[config.mk]
export PLATFORM = sky130hd
export DESIGN_NAME = fetch_unit_flat
export DESIGN_NICKNAME = d
export VERILOG_FILES = /design/src/rtl/fetch_unit_if.sv /design/src/rtl/fetch_unit.sv /design/src/flat_wrapper.sv
export SDC_FILE = /design/constraint.sdc
export NUM_CORES = 1
export LEC_CHECK = 0
export CAP_MARGIN = 20
export CELL_PAD_IN_SITES_DETAIL_PLACEMENT = 1
export CELL_PAD_IN_SITES_GLOBAL_PLACEMENT = 2
export CORE_ASPECT_RATIO = 0.6
export CORE_MARGIN = 3
export CORE_UTILIZATION = 25
export CTS_CLUSTER_SIZE = 12
export DETAILED_ROUTE_END_ITERATION = 6
export PLACE_DENSITY_LB_ADDON = 0.1
export SETUP_SLACK_MARGIN = 0.05
export SYNTH_ARGS = -nofsm -noshare
export SYNTH_HDL_FRONTEND = slang
export SYNTH_SLANG_ARGS = --single-unit
[constraint.sdc]
create_clock -name clk -period 2.4 [get_ports clk]
set_clock_uncertainty 0.15 [all_clocks]
set_input_delay 0.36 -clock clk [delete_from_list [all_inputs] [get_ports clk]]
set_output_delay 0.36 -clock clk [all_outputs]
set_load 0.01 [all_outputs]
[src/rtl/fetch_unit_if.sv]
// Instruction-memory request/response bus between the fetch stage and instruction memory.
// Single outstanding request: req & ready accepts, rvalid/rdata returns the word.
interface fetch_unit_if;
  logic        imem_req;
  logic [31:0] imem_addr;
  logic        imem_ready;
  logic        imem_rvalid;
  logic [31:0] imem_rdata;

  modport master (
    output imem_req,
    output imem_addr,
    input  imem_ready,
    input  imem_rvalid,
    input  imem_rdata
  );

  modport slave (
    input  imem_req,
    input  imem_addr,
    output imem_ready,
    output imem_rvalid,
    output imem_rdata
  );
endinterface

[src/rtl/fetch_unit.sv]
// RV32I fetch stage: holds the PC, runs a single-outstanding fetch to instruction memory and
// presents each word to decode under valid/ready; a redirect discards any wrong-path fetch.
module fetch_unit #(
  parameter logic [31:0] RESET_PC  = 32'h0000_0000,
  parameter logic [31:0] NOP_INSTR = 32'h0000_0013
) (
  input  logic                clk,
  input  logic                reset,
  fetch_unit_if.master        imem,
  output logic                instr_valid,
  input  logic                instr_ready,
  output logic [31:0]         instr_o,
  output logic [31:0]         pc_o,
  output logic [31:0]         pcplus4_o,
  input  logic                redirect,
  input  logic [31:0]         redirect_pc,
  output logic                misalign
);

  typedef enum logic [1:0] {StReq, StWait, StHold} state_e;

  state_e      state_q, state_d;
  logic [31:0] pc_q, pc_d;
  logic        drop_q, drop_d;
  logic        valid_q, valid_d;
  logic [31:0] instr_q, instr_d;
  logic [31:0] pc_out_q, pc_out_d;
  logic [31:0] pc4_q, pc4_d;
  logic        misalign_q, misalign_d;
  logic        req;

  assign req            = (state_q == StReq) & ~redirect & ~reset;
  assign imem.imem_req  = req;
  assign imem.imem_addr = pc_q;
  assign instr_valid    = valid_q;
  assign instr_o        = instr_q;
  assign pc_o           = pc_out_q;
  assign pcplus4_o      = pc4_q;
  assign misalign       = misalign_q;

  always_comb begin
    state_d    = state_q;
    pc_d       = pc_q;
    drop_d     = drop_q;
    valid_d    = valid_q;
    instr_d    = instr_q;
    pc_out_d   = pc_out_q;
    pc4_d      = pc4_q;
    misalign_d = 1'b0;
    if (redirect) begin
      pc_d       = {redirect_pc[31:2], 2'b00};
      misalign_d = |redirect_pc[1:0];
      unique case (state_q)
        StWait: begin
          // A response landing with the redirect is wrong-path and is dropped right away.
          if (imem.imem_rvalid) begin
            drop_d  = 1'b0;
            state_d = StReq;
          end else begin
            drop_d = 1'b1;
          end
        end
        StHold: begin
          valid_d = 1'b0;
          instr_d = NOP_INSTR;
          state_d = StReq;
        end
        default: ;
      endcase
    end else begin
      unique case (state_q)
        StReq: begin
          if (req && imem.imem_ready) state_d = StWait;
        end
        StWait: begin
          if (imem.imem_rvalid) begin
            if (drop_q) begin
              drop_d  = 1'b0;
              state_d = StReq;
            end else begin
              instr_d  = imem.imem_rdata;
              pc_out_d = pc_q;
              pc4_d    = pc_q + 32'd4;
              valid_d  = 1'b1;
              state_d  = StHold;
            end
          end
        end
        StHold: begin
          if (instr_ready) begin
            pc_d    = pc_q + 32'd4;
            valid_d = 1'b0;
            instr_d = NOP_INSTR;
            state_d = StReq;
          end
        end
        default: state_d = StReq;
      endcase
    end
  end

  always_ff @(posedge clk) begin
    if (reset) begin
      state_q    <= StReq;
      pc_q       <= RESET_PC;
      drop_q     <= 1'b0;
      valid_q    <= 1'b0;
      instr_q    <= NOP_INSTR;
      pc_out_q   <= 32'h0;
      pc4_q      <= 32'h0;
      misalign_q <= 1'b0;
    end else begin
      state_q    <= state_d;
      pc_q       <= pc_d;
      drop_q     <= drop_d;
      valid_q    <= valid_d;
      instr_q    <= instr_d;
      pc_out_q   <= pc_out_d;
      pc4_q      <= pc4_d;
      misalign_q <= misalign_d;
    end
  end

endmodule
[src/flat_wrapper.sv]
// flat-port wrapper written by rule: the top's interface ports become plain ports
module fetch_unit_flat 
#(
  parameter logic [31:0] RESET_PC  = 32'h0000_0000,
  parameter logic [31:0] NOP_INSTR = 32'h0000_0013
)
  (clk, reset, instr_valid, instr_ready, instr_o, pc_o, pcplus4_o, redirect, redirect_pc, misalign, imem_imem_req, imem_imem_addr, imem_imem_ready, imem_imem_rvalid, imem_imem_rdata);
  fetch_unit_if imem_i ();
  input  logic clk;
  input  logic reset;
  output logic instr_valid;
  input  logic instr_ready;
  output logic [31:0] instr_o;
  output logic [31:0] pc_o;
  output logic [31:0] pcplus4_o;
  input  logic redirect;
  input  logic [31:0] redirect_pc;
  output logic misalign;
  output wire logic [$bits(imem_i.imem_req)-1:0] imem_imem_req;
  output wire logic [$bits(imem_i.imem_addr)-1:0] imem_imem_addr;
  input wire logic [$bits(imem_i.imem_ready)-1:0] imem_imem_ready;
  input wire logic [$bits(imem_i.imem_rvalid)-1:0] imem_imem_rvalid;
  input wire logic [$bits(imem_i.imem_rdata)-1:0] imem_imem_rdata;
  assign imem_imem_req = imem_i.imem_req;
  assign imem_imem_addr = imem_i.imem_addr;
  assign imem_i.imem_ready = imem_imem_ready;
  assign imem_i.imem_rvalid = imem_imem_rvalid;
  assign imem_i.imem_rdata = imem_imem_rdata;
  fetch_unit #(.RESET_PC(RESET_PC), .NOP_INSTR(NOP_INSTR)) u_core (.clk(clk), .reset(reset), .imem(imem_i), .instr_valid(instr_valid), .instr_ready(instr_ready), .instr_o(instr_o), .pc_o(pc_o), .pcplus4_o(pcplus4_o), .redirect(redirect), .redirect_pc(redirect_pc), .misalign(misalign));
endmodule
==> summary.txt <==
Layout
  • Fillers: roughly 2500
  • Final non-filler cell total: 1171
  • Design area: 0.00865 sq mm
  • Antenna diode instance count: 0
  • Area grow syn2layout: 53.2%
  • Commonest non-fill, non-tap cell in the layout: clkdlybuf4s50_1
  • Layout cells sized above 1: 11.4%
  • Final nets: 932
  • Commonest cells after routing, fill and taps aside: 191 x clkdlybuf4s50_1, 127 x dfxtp_1, 84 x nand2_1, 61 x a21oi_1, 56 x nor2_1

Yosys
  • Synth cell types: 41
  • Register area share after synthesis: 45.0%
  • Synthesis Warnings: 0
  • #FFs+latches synth: 127
  • Cell taking the most area after synthesis: dfxtp_1
  • Synth top area cells: dfxtp_1 45%, nand2_1 5.7%, a21oi_1 5.4%
  • Top-area cell type share of the netlist area: 45.0%
  • Syn Std Cell Area: 0.00564 sq mm
  • Avg Cell Area, Syn: 8.59 sq um
  • Syn Inst Count: 657

Clock network
  • CTS hold repair buffers: 0
  • CTS sink count: 127
  • Clock Latency Late Sink: 0.42 ns
  • Clk slew on worst S/H paths: 0.06 ns
  • CTS HTree Levels: 4
  • CTS Buffer Depth: 2
  • CTS Buf Count: 17
  • Setup bufs post-CTS: 0
  • CTS tree: done
  • Root Buffer: clkbuf_16

Power
  • Leak: 0.00312 uW
  • Psw: around 1300 uW
  • Clock share of power: 44.7%
  • Pwr Total: 5320 uW
  • VDD IR-drop max: 0.465 mV
  • Int Pwr: approximately 4000 uW
  • Switch share: 24.6%
  • Logic pwr share: 13.0%
  • PwrDens: 616 mW/mm^2
  • Sequential Power Share: 42.3%

Timing
  • Max_slew headroom: ~52%
  • Period utilization: 92.5%
  • Final Hold Vio Count: 0
  • Crit path time final: around 2.2 ns
  • Max frequency: approximately 450 MHz
  • Final setup margin: between 0.15 and 0.2 ns
  • Fin. max-slew vios: 0
  • Slew @ Worst Pin: 0.721 ns
  • Final setup TNS: 0 ns
  • Final setup viols: 0
  • Unrepaired setup endpoints after global routing: yes

Die
  • Starting Density: 26.1%
  • # IOs: 201
  • Die width: 200 um
  • Die Y: 122 um
  • Die Footprint: ~0.024 sq mm
  • Row cnt: 41
  • Area of the core: 0.0216 sq mm

Placed design
  • Routability cong.: 0.738
  • Dpl ws: -0.370 ns
  • Half-perimeter wire length after placement: 15600 um
  • Port bufs: 194
  • Placed inst area: 0.00810 sq mm
  • Cells after DPL: 1140

Route
  • Via-to-Cell Ratio: 4.60
  • Starting DRT DRC Count: 155
  • DRT Pass-1 Iters: 5
  • Via count: 5382
  • Routed wire length per instance: 17.6 um
  • DRT Wirelength: about 21000 um
  • Detail Route Antenna Nets: 0
  • # DRC: 0

Setup path
  • CP Max Fanout: 8
  • Max incr delay on CP: 0.46 ns
  • Crit path kind: reg2reg
  • Required @ worst endpoint: 2.58 ns
  • CP startpoint: u_core.imem.imem_addr[3]
  • Critical path buffer and inverter count: 0
  • Startpoint types: flop
  • Delay-heaviest family, CP: simple AND/OR/NAND/NOR gates
  • CP endpoint kind: flop
  • FF-to-FF Start: u_core.imem.imem_addr[3]
  • Crit path cell chain: ha_1, and4_1, nand2_2, or3_1, a311oi_1
  • Critical-path top delay cell: dfxtp_1
  • CP arrival: about 2.4 ns

Run
  • Max-cap viol count: 0

Global route
  • GRT Total Usage: 17.0%
  • Vias in the first global route: roughly 5700
  • Initial antenna violation count: 2
  • GRT overflow: 0
  • Largest net degree at the start of global routing: 58
  • First-pass GRT wire length: 32300 um

Run status
  • Status: finished, final reports clean

Worst hold path
  • Hold Path Origin: redirect
  • Min-delay worst type: in2reg
## sequential cells by signal, summed over array words and instances (netlist names)
register / cells
u_core.drop_q: 1
u_core.imem.imem_addr: 30
u_core.instr_o: 32
u_core.instr_valid: 1
u_core.misalign: 1
u_core.pc_o: 30
u_core.pcplus4_o: 30
u_core.state_q: 2
## logic make-up after synthesis
kind of cell / count (synthesis) / share of synthesized area, %
flip-flops: 127 / 45.0
other: 1 / 0.0664
AND/OR/NAND/NOR: 228 / 19.7
adder cells (fa/ha/maj): 4 / 0.887
buffers and inverters: 87 / 6.63
XOR/XNOR: 51 / 7.91
AO/OA/AOI/OAI: 151 / 18.3
multiplexers: 8 / 1.42
## synth_stat cells
library cell and number:
a211oi_1 21, a211oi_2 4, a21o_1 1, a21oi_1 61
a22o_1 29, a311oi_1 5, and2_1 4, and3_1 4
and4_1 3, buf_1 6, buf_2 14, buf_4 6
buf_6 1, clkbuf_1 39, conb_1 1, dfxtp_1 127
ha_1 4, inv_1 21, mux2i_1 8, nand2_1 85
nand2b_1 2, nand3_1 12, nand3_2 2, nand4_1 17
nand4_4 1, nor2_1 57, nor2b_1 5, nor3_1 12
nor3_2 5, nor3b_1 1, nor4_1 7, nor4_2 1
nor4_4 1, o2111ai_1 1, o21a_1 19, o21ai_0 7
o32a_1 3, or2_2 2, or3_1 7, xnor2_1 23
xor2_1 28
## stage by stage
stage                     util (%)  hold WS (ns)
after global placement        37.5         0.294
after detailed placement      37.5         0.299
final                         40.0         0.274
after floorplan                  -         0.299
after CTS                     40.0         0.269
after global routing          40.0         0.307
## path summary, 6_finish.rpt
path         slack, ns  cells past startpoint                    to
max               0.18                      5  u_core.pcplus4_o[18]
max reg2reg       0.18                      5  u_core.pcplus4_o[18]
min               0.27                      4     u_core.state_q[0]
min reg2reg       0.31                      2       u_core.pc_o[31]
## power by group through the flow
stage          logic (uW)  clock network (uW)  registers [uW]
6_report              690                2380            2250
5_1_grt               754                2570            2260
4_1_cts               701                2460            2250
3_5_place_dp          697                   0            2300
3_3_place_gp          685                   0            2290
2_1_floorplan         281                   0            2320
## worst min-delay path: stages
cell,delay [ns]
buf_2,0.17
nor2b_1,0.08
mux2i_1,0.13
nor2_1,0.05
## layout make-up
cell class | count | area, sq um | area share [%]
clock buffer | 24 | 472 | 5.46
clock inverter | 7 | 62.6 | 0.723
inverter | 21 | 78.8 | 0.912
multi-input combinational | 448 | 2780 | 32.1
sequential | 127 | 2540 | 29.4
tap | 301 | 377 | 4.36
timing repair buffer | 243 | 2340 | 27.0
## routing by layer
metal | vias up | global-route usage (%) | part of all wire, % | wire length (um)
met3 | 22 | 5.10 | 4.7 | 979
met4 | 4 | 4.31 | 1.1 | 221
met1 | 2599 | 24.2 | 50 | 10400
li1 | 2654 | - | - | -
met2 | 103 | 25.2 | 44 | 9040
met5 | - | 0 | 0.12 | 25
## repair_timing
item                       4_1_cts  5_1_grt
pin swaps                        0        0
gates resized for setup          2        3
setup endpoints to repair       31       26
(Power assumes the default switching activity.)
